[src/rtl/packer_pkg.sv]
// Shared widths and the FIFO entry layout for the byte-to-word packer.
package packer_pkg;

    localparam int unsigned BYTE_W         = 8;
    localparam int unsigned WORD_W         = 64;
    localparam int unsigned BYTES_PER_WORD = 8;

    typedef struct packed {
        logic [WORD_W-1:0] data;
        logic              last;
        logic [3:0]        bytes;
    } word_entry_t;

endpackage

[src/rtl/fifo_sync.sv]
// Synchronous FIFO using extra-bit pointers for full/empty detection.
// The read port is registered; rd_valid pulses for one cycle per word popped.
module fifo_sync #(
    parameter int unsigned WIDTH = 69,
    parameter int unsigned DEPTH = 8,
    parameter int unsigned AW    = $clog2(DEPTH)
) (
    input  logic             clk,
    input  logic             reset,
    input  logic             wr_en,
    input  logic [WIDTH-1:0] wr_data,
    output logic             full,
    input  logic             rd_en,
    output logic             rd_valid,
    output logic [WIDTH-1:0] rd_data,
    output logic             empty
);

    logic [WIDTH-1:0] r_mem [DEPTH];
    logic [AW:0]      r_wr_ptr;
    logic [AW:0]      r_rd_ptr;
    logic             r_rd_valid;
    logic [WIDTH-1:0] r_rd_data;
    logic             w_push;
    logic             w_pop;

    assign full  = (r_wr_ptr[AW-1:0] == r_rd_ptr[AW-1:0]) && (r_wr_ptr[AW] != r_rd_ptr[AW]);
    assign empty = (r_wr_ptr == r_rd_ptr);

    assign w_push = wr_en && !full;
    assign w_pop  = rd_en && !empty;

    always_ff @(posedge clk) begin
        if (w_push) begin
            r_mem[r_wr_ptr[AW-1:0]] <= wr_data;
        end
    end

    always_ff @(posedge clk) begin
        if (reset) begin
            r_wr_ptr   <= '0;
            r_rd_ptr   <= '0;
            r_rd_valid <= 1'b0;
            r_rd_data  <= '0;
        end else begin
            if (w_push) begin
                r_wr_ptr <= r_wr_ptr + 1'b1;
            end
            if (w_pop) begin
                r_rd_ptr  <= r_rd_ptr + 1'b1;
                r_rd_data <= r_mem[r_rd_ptr[AW-1:0]];
            end
            r_rd_valid <= w_pop;
        end
    end

    assign rd_valid = r_rd_valid;
    assign rd_data  = r_rd_data;

endmodule

[src/rtl/packer_8_64.sv]
// Packs a strobed byte stream MSB-first into 64-bit words and queues them
// with a last-of-line flag and valid-byte count for a request-driven reader.
module packer_8_64
    import packer_pkg::*;
#(
    parameter int unsigned DEPTH = 8,
    parameter int unsigned AW    = $clog2(DEPTH)
) (
    input  logic              clk,
    input  logic              reset,
    input  logic              strobe_in,
    input  logic [BYTE_W-1:0] data_in,
    input  logic              data_end_in,
    output logic              ready,
    input  logic              req_data,
    output logic              strobe_out,
    output logic [WORD_W-1:0] data_out,
    output logic              data_last,
    output logic [3:0]        data_bytes,
    output logic              empty,
    output logic              drop_err
);

    logic [WORD_W-1:0] r_shift;
    logic [2:0]        r_byte_cnt;
    logic              r_drop_err;

    logic              w_full;
    logic              w_accept;
    logic              w_complete;
    logic [WORD_W-1:0] w_word;
    word_entry_t       w_wr_entry;
    word_entry_t       w_rd_entry;

    assign ready      = !w_full;
    assign w_accept   = strobe_in && !w_full;
    assign w_complete = w_accept && ((r_byte_cnt == 3'(BYTES_PER_WORD - 1)) || data_end_in);

    // Lane 0 is the top byte; shifting right by 8*byte_cnt places the new byte.
    assign w_word = r_shift | ({data_in, {(WORD_W-BYTE_W){1'b0}}} >> {r_byte_cnt, 3'b000});

    always_comb begin
        w_wr_entry       = '0;
        w_wr_entry.data  = w_word;
        w_wr_entry.last  = data_end_in;
        w_wr_entry.bytes = {1'b0, r_byte_cnt} + 4'd1;
    end

    always_ff @(posedge clk) begin
        if (reset) begin
            r_shift    <= '0;
            r_byte_cnt <= '0;
            r_drop_err <= 1'b0;
        end else begin
            r_drop_err <= strobe_in && w_full;
            if (w_accept) begin
                if (w_complete) begin
                    r_shift    <= '0;
                    r_byte_cnt <= '0;
                end else begin
                    r_shift    <= w_word;
                    r_byte_cnt <= r_byte_cnt + 3'd1;
                end
            end
        end
    end

    fifo_sync #(
        .WIDTH($bits(word_entry_t)),
        .DEPTH(DEPTH),
        .AW   (AW)
    ) u_fifo (
        .clk     (clk),
        .reset   (reset),
        .wr_en   (w_complete),
        .wr_data (w_wr_entry),
        .full    (w_full),
        .rd_en   (req_data),
        .rd_valid(strobe_out),
        .rd_data (w_rd_entry),
        .empty   (empty)
    );

    assign data_out   = w_rd_entry.data;
    assign data_last  = w_rd_entry.last;
    assign data_bytes = w_rd_entry.bytes;
    assign drop_err   = r_drop_err;

endmodule

[config.mk]
export PLATFORM = sky130hd
export DESIGN_NAME = packer_8_64
export DESIGN_NICKNAME = d
export VERILOG_FILES = /design/src/rtl/packer_pkg.sv /design/src/rtl/fifo_sync.sv /design/src/rtl/packer_8_64.sv
export SDC_FILE = /design/constraint.sdc
export NUM_CORES = 1
export LEC_CHECK = 0
export ABC_AREA = 1
export BUFFER_PORTS_ARGS = -buffer_cell sky130_fd_sc_hd__buf_2
export CAP_MARGIN = 15
export CORE_ASPECT_RATIO = 1.2
export CORE_MARGIN = 2
export CORE_UTILIZATION = 60
export DETAILED_ROUTE_END_ITERATION = 6
export MAX_ROUTING_LAYER = met4
export PLACE_DENSITY = 0.77
export SYNTH_ARGS = -nofsm -noshare
export SYNTH_HDL_FRONTEND = slang
export SYNTH_SLANG_ARGS = --single-unit
[constraint.sdc]
create_clock -name clk -period 11.8 [get_ports clk]
set_input_delay 0.59 -clock clk [delete_from_list [all_inputs] [get_ports clk]]
set_output_delay 0.59 -clock clk [all_outputs]
set_load 0.02 [all_outputs]
==> summary.txt <==
Run
  – Max-cap violations: 0

Finish
  – Most frequent cells in the layout: nor2_1 (585), edfxtp_1 (552), nand2_1 (387), o21ai_0 (341), dfxtp_1 (144)
  – Layout cells sized above 1: 10.63%
  – Area growth syn-to-layout: 9.985%
  – Area of the multi-input gates: 7403 um2
  – Core Util, Final: 66.46%
  – Non-filler cells, final: 3360
  – # nets final: 2701
  – # diodes: 0
  – Post-route cell area: 31040 um2
  – Commonest non-fill, non-tap cell in the layout: nor2_1
  – Register Area: 19500 um2
  – Fillers: 3364

Global routing
  – First-pass GRT wire length: 95.74 mm
  – GRT overflow: 0
  – Gr usage total: 25.66%
  – Largest net degree at the start of global routing: 159
  – Vias in the first global route: 18140
  – Initial antenna violation count: 0

Timing
  – Worst-Margin Slew: 1.168 ns
  – Setup Skew: 0.01631 ns
  – Setup violators final: 0
  – Slew margin rel.: 21.44%
  – Maximum clock frequency: 198.9 MHz
  – Tmin final: 5.028 ns
  – Crit share post-route: 42.61%
  – Setup tns final: 0 ns
  – RSZ-0062 raised after global routing: no
  – Final hold vios: 0
  – Final Max Slew Viols: 0

Power
  – Leakage: 11.46 nW
  – PD cells: 171.8 nW/um2
  – PnR Total Power: 5.331 mW
  – Comb power frac: 9.5%
  – Switching pwr: 1.269 mW
  – Clk pwr share: 39.1%
  – Max IR drop VDD: 0.1347 mV
  – Sequential Power Share: 51.4%
  – Sw frac: 23.81%
  – Internal power: 4.062 mW

Die
  – # IOs: 86
  – Chip Width: 202.0 um
  – Core box area: 46700 um2
  – Initial Util: 60.43%
  – Die extent in y: 241.6 um
  – # rows: 87
  – Die area: 48790 um2

Drt
  – Vias/cell: 5.599
  – Avg WL per Cell: 18.30 um
  – Drt first pass iters: 6
  – Routed Antenna Nets: 0
  – Initial DRC count: 2048
  – # DRC: 0
  – Final WL: 61.50 mm
  – Via count: 18810

Worst setup path
  – Startpoint types: flop
  – Crit path kind: reg2reg
  – CP max stage delay: 0.96 ns
  – Levels on crit path: 7
  – Buf/Inv on CP: 2
  – Req. time, crit path: 12.02 ns
  – Worst reg-to-reg path cell count: 7
  – WP data arrival: 5.24 ns
  – Crit-path slowest cell: nor2_4
  – CP cell instances: inv_6 > nand2_1 > nand2_2 > nand4_4 > nand3_1 > nor2_4 > buf_4
  – Critical path capture point type: flop
  – CP delay by family, top: simple AND/OR/NAND/NOR gates
  – CP Max Fanout: 153

Clocking
  – Worst-Skew Late Latency: 0.59 ns
  – CTS tree: done
  – Clk sinks: 698
  – Hold_buf cts: 0
  – Clock Pin Slew Worst Setup and Hold Paths: 0.06 ns
  – Post-CTS Setup Bufs: 0
  – H-Tree Depth: 3
  – Cts repair resizes: 0
  – Root Buffer: clkbuf_16
  – Maximum clock path buffer count: 3
  – CTS Buf Count: 67

Placed design
  – GP Congestion: 0.8064
  – Post-DP HPWL: 33.42 mm
  – Cell total after placement: 3238
  – Placed cell area: 28880 um2
  – Port Buffer Count: 85

Logic synthesis
  – Syn_nets: 2687
  – Mean Syn Cell Area: 10.57 um2
  – Yosys reg bits: 698
  – Yosys warning count: 0
  – Synth unique cells: 30
  – Synth Cell Area: 28220 um2
  – Sequential element share of the synthesized area: 69.10%
  – Gate Count Post-Synth: 2670

Outcome
  – Status: completed

Min path
  – Class of the worst hold path: in2reg
  – Hold path depth: 2
==> power groups by stage <==
| stage | registers (mW) | clock network, mW | logic, mW |
|---|---|---|---|
| 3_5_place_dp | 2.79 | 0 | 0.505 |
| 4_1_cts | 2.74 | 2.11 | 0.510 |
| 2_1_floorplan | 2.82 | 0 | 0.348 |
| 6_report | 2.74 | 2.09 | 0.507 |
| 5_1_grt | 2.74 | 2.20 | 0.571 |
| 3_3_place_gp | 2.79 | 0 | 0.489 |
==> routing by layer <==
metal	vias to the layer above	global-route usage (%)	part of all wire, %
met1	8930	33.25	41
met4	0	9.126	2.4
li1	9031	-	-
met2	736	41.79	49
met3	114	3.558	7.5
met5	-	-	0
==> layout make-up <==
cell class	count	share of cell area, %
inverter	148	1.822
timing repair buffer	112	2.024
multi-input combinational	1657	23.85
sequential	698	62.84
tap	623	2.512
clock buffer	97	6.370
clock inverter	25	0.5765
==> cell usage after synthesis <==
cell,number,area share [%]
a21oi_1,42,0.74
a21oi_2,30,0.93
and2_4,1,0.031
buf_1,10,0.13
buf_2,58,1.0
buf_4,4,0.11
buf_6,13,0.52
clkbuf_1,79,1.1
clkbuf_2,3,0.053
clkinv_1,2,0.027
dfxtp_1,146,10
edfxtp_1,552,59
ha_1,4,0.18
inv_1,140,1.9
inv_2,5,0.067
inv_4,1,0.022
nand2_1,387,5.1
nand2_2,4,0.089
nand2_4,1,0.040
nand3_1,65,1.2
nand4_1,11,0.24
nand4_4,1,0.075
nor2_1,590,7.8
nor3_1,35,0.62
o21ai_0,341,6.0
o21ai_1,99,1.8
o31ai_1,8,0.21
or2_2,33,0.73
xnor2_2,1,0.058
xor2_1,4,0.12
==> state kept, by name, summed over array words and instances (netlist names) <==
name and count:
drop_err 1, r_byte_cnt 3, r_shift 64, u_fifo.r_mem 552, u_fifo.r_rd_ptr 4, u_fifo.r_wr_ptr 4, u_fifo.rd_data 69, u_fifo.rd_valid 1
==> cell families after synthesis <==
kind of cell / count (synthesis) / synth area share [%]
adders and majority gates: 4 / 0.1774
buffers and inverters: 315 / 4.869
DFF: 698 / 69.10
AOI/OAI and AO/OA: 520 / 9.693
xor gates and xnor gates: 5 / 0.1818
and+or+nand+nor: 1128 / 15.98
==> path summary, 6_finish.rpt <==
path | from | endpoint | slack, ns
min | reset | u_fifo.r_rd_ptr[0] | 0.31
max reg2reg | u_fifo.r_rd_ptr[0] | u_fifo.r_mem[6][64] | 6.77
max | u_fifo.r_rd_ptr[0] | u_fifo.r_mem[6][64] | 6.77
min reg2reg | r_shift[56] | r_shift[56] | 0.44
==> per-stage QoR <==
step	worst slack, ns	hold slack, ns
floorplan	5.426	0.4194
global placement	6.884	0.4277
detailed placement	6.765	0.4319
CTS	6.755	0.2759
global route	6.353	0.3127
finish	6.772	0.3053
Note: power is estimated with default switching activity, not from simulation.
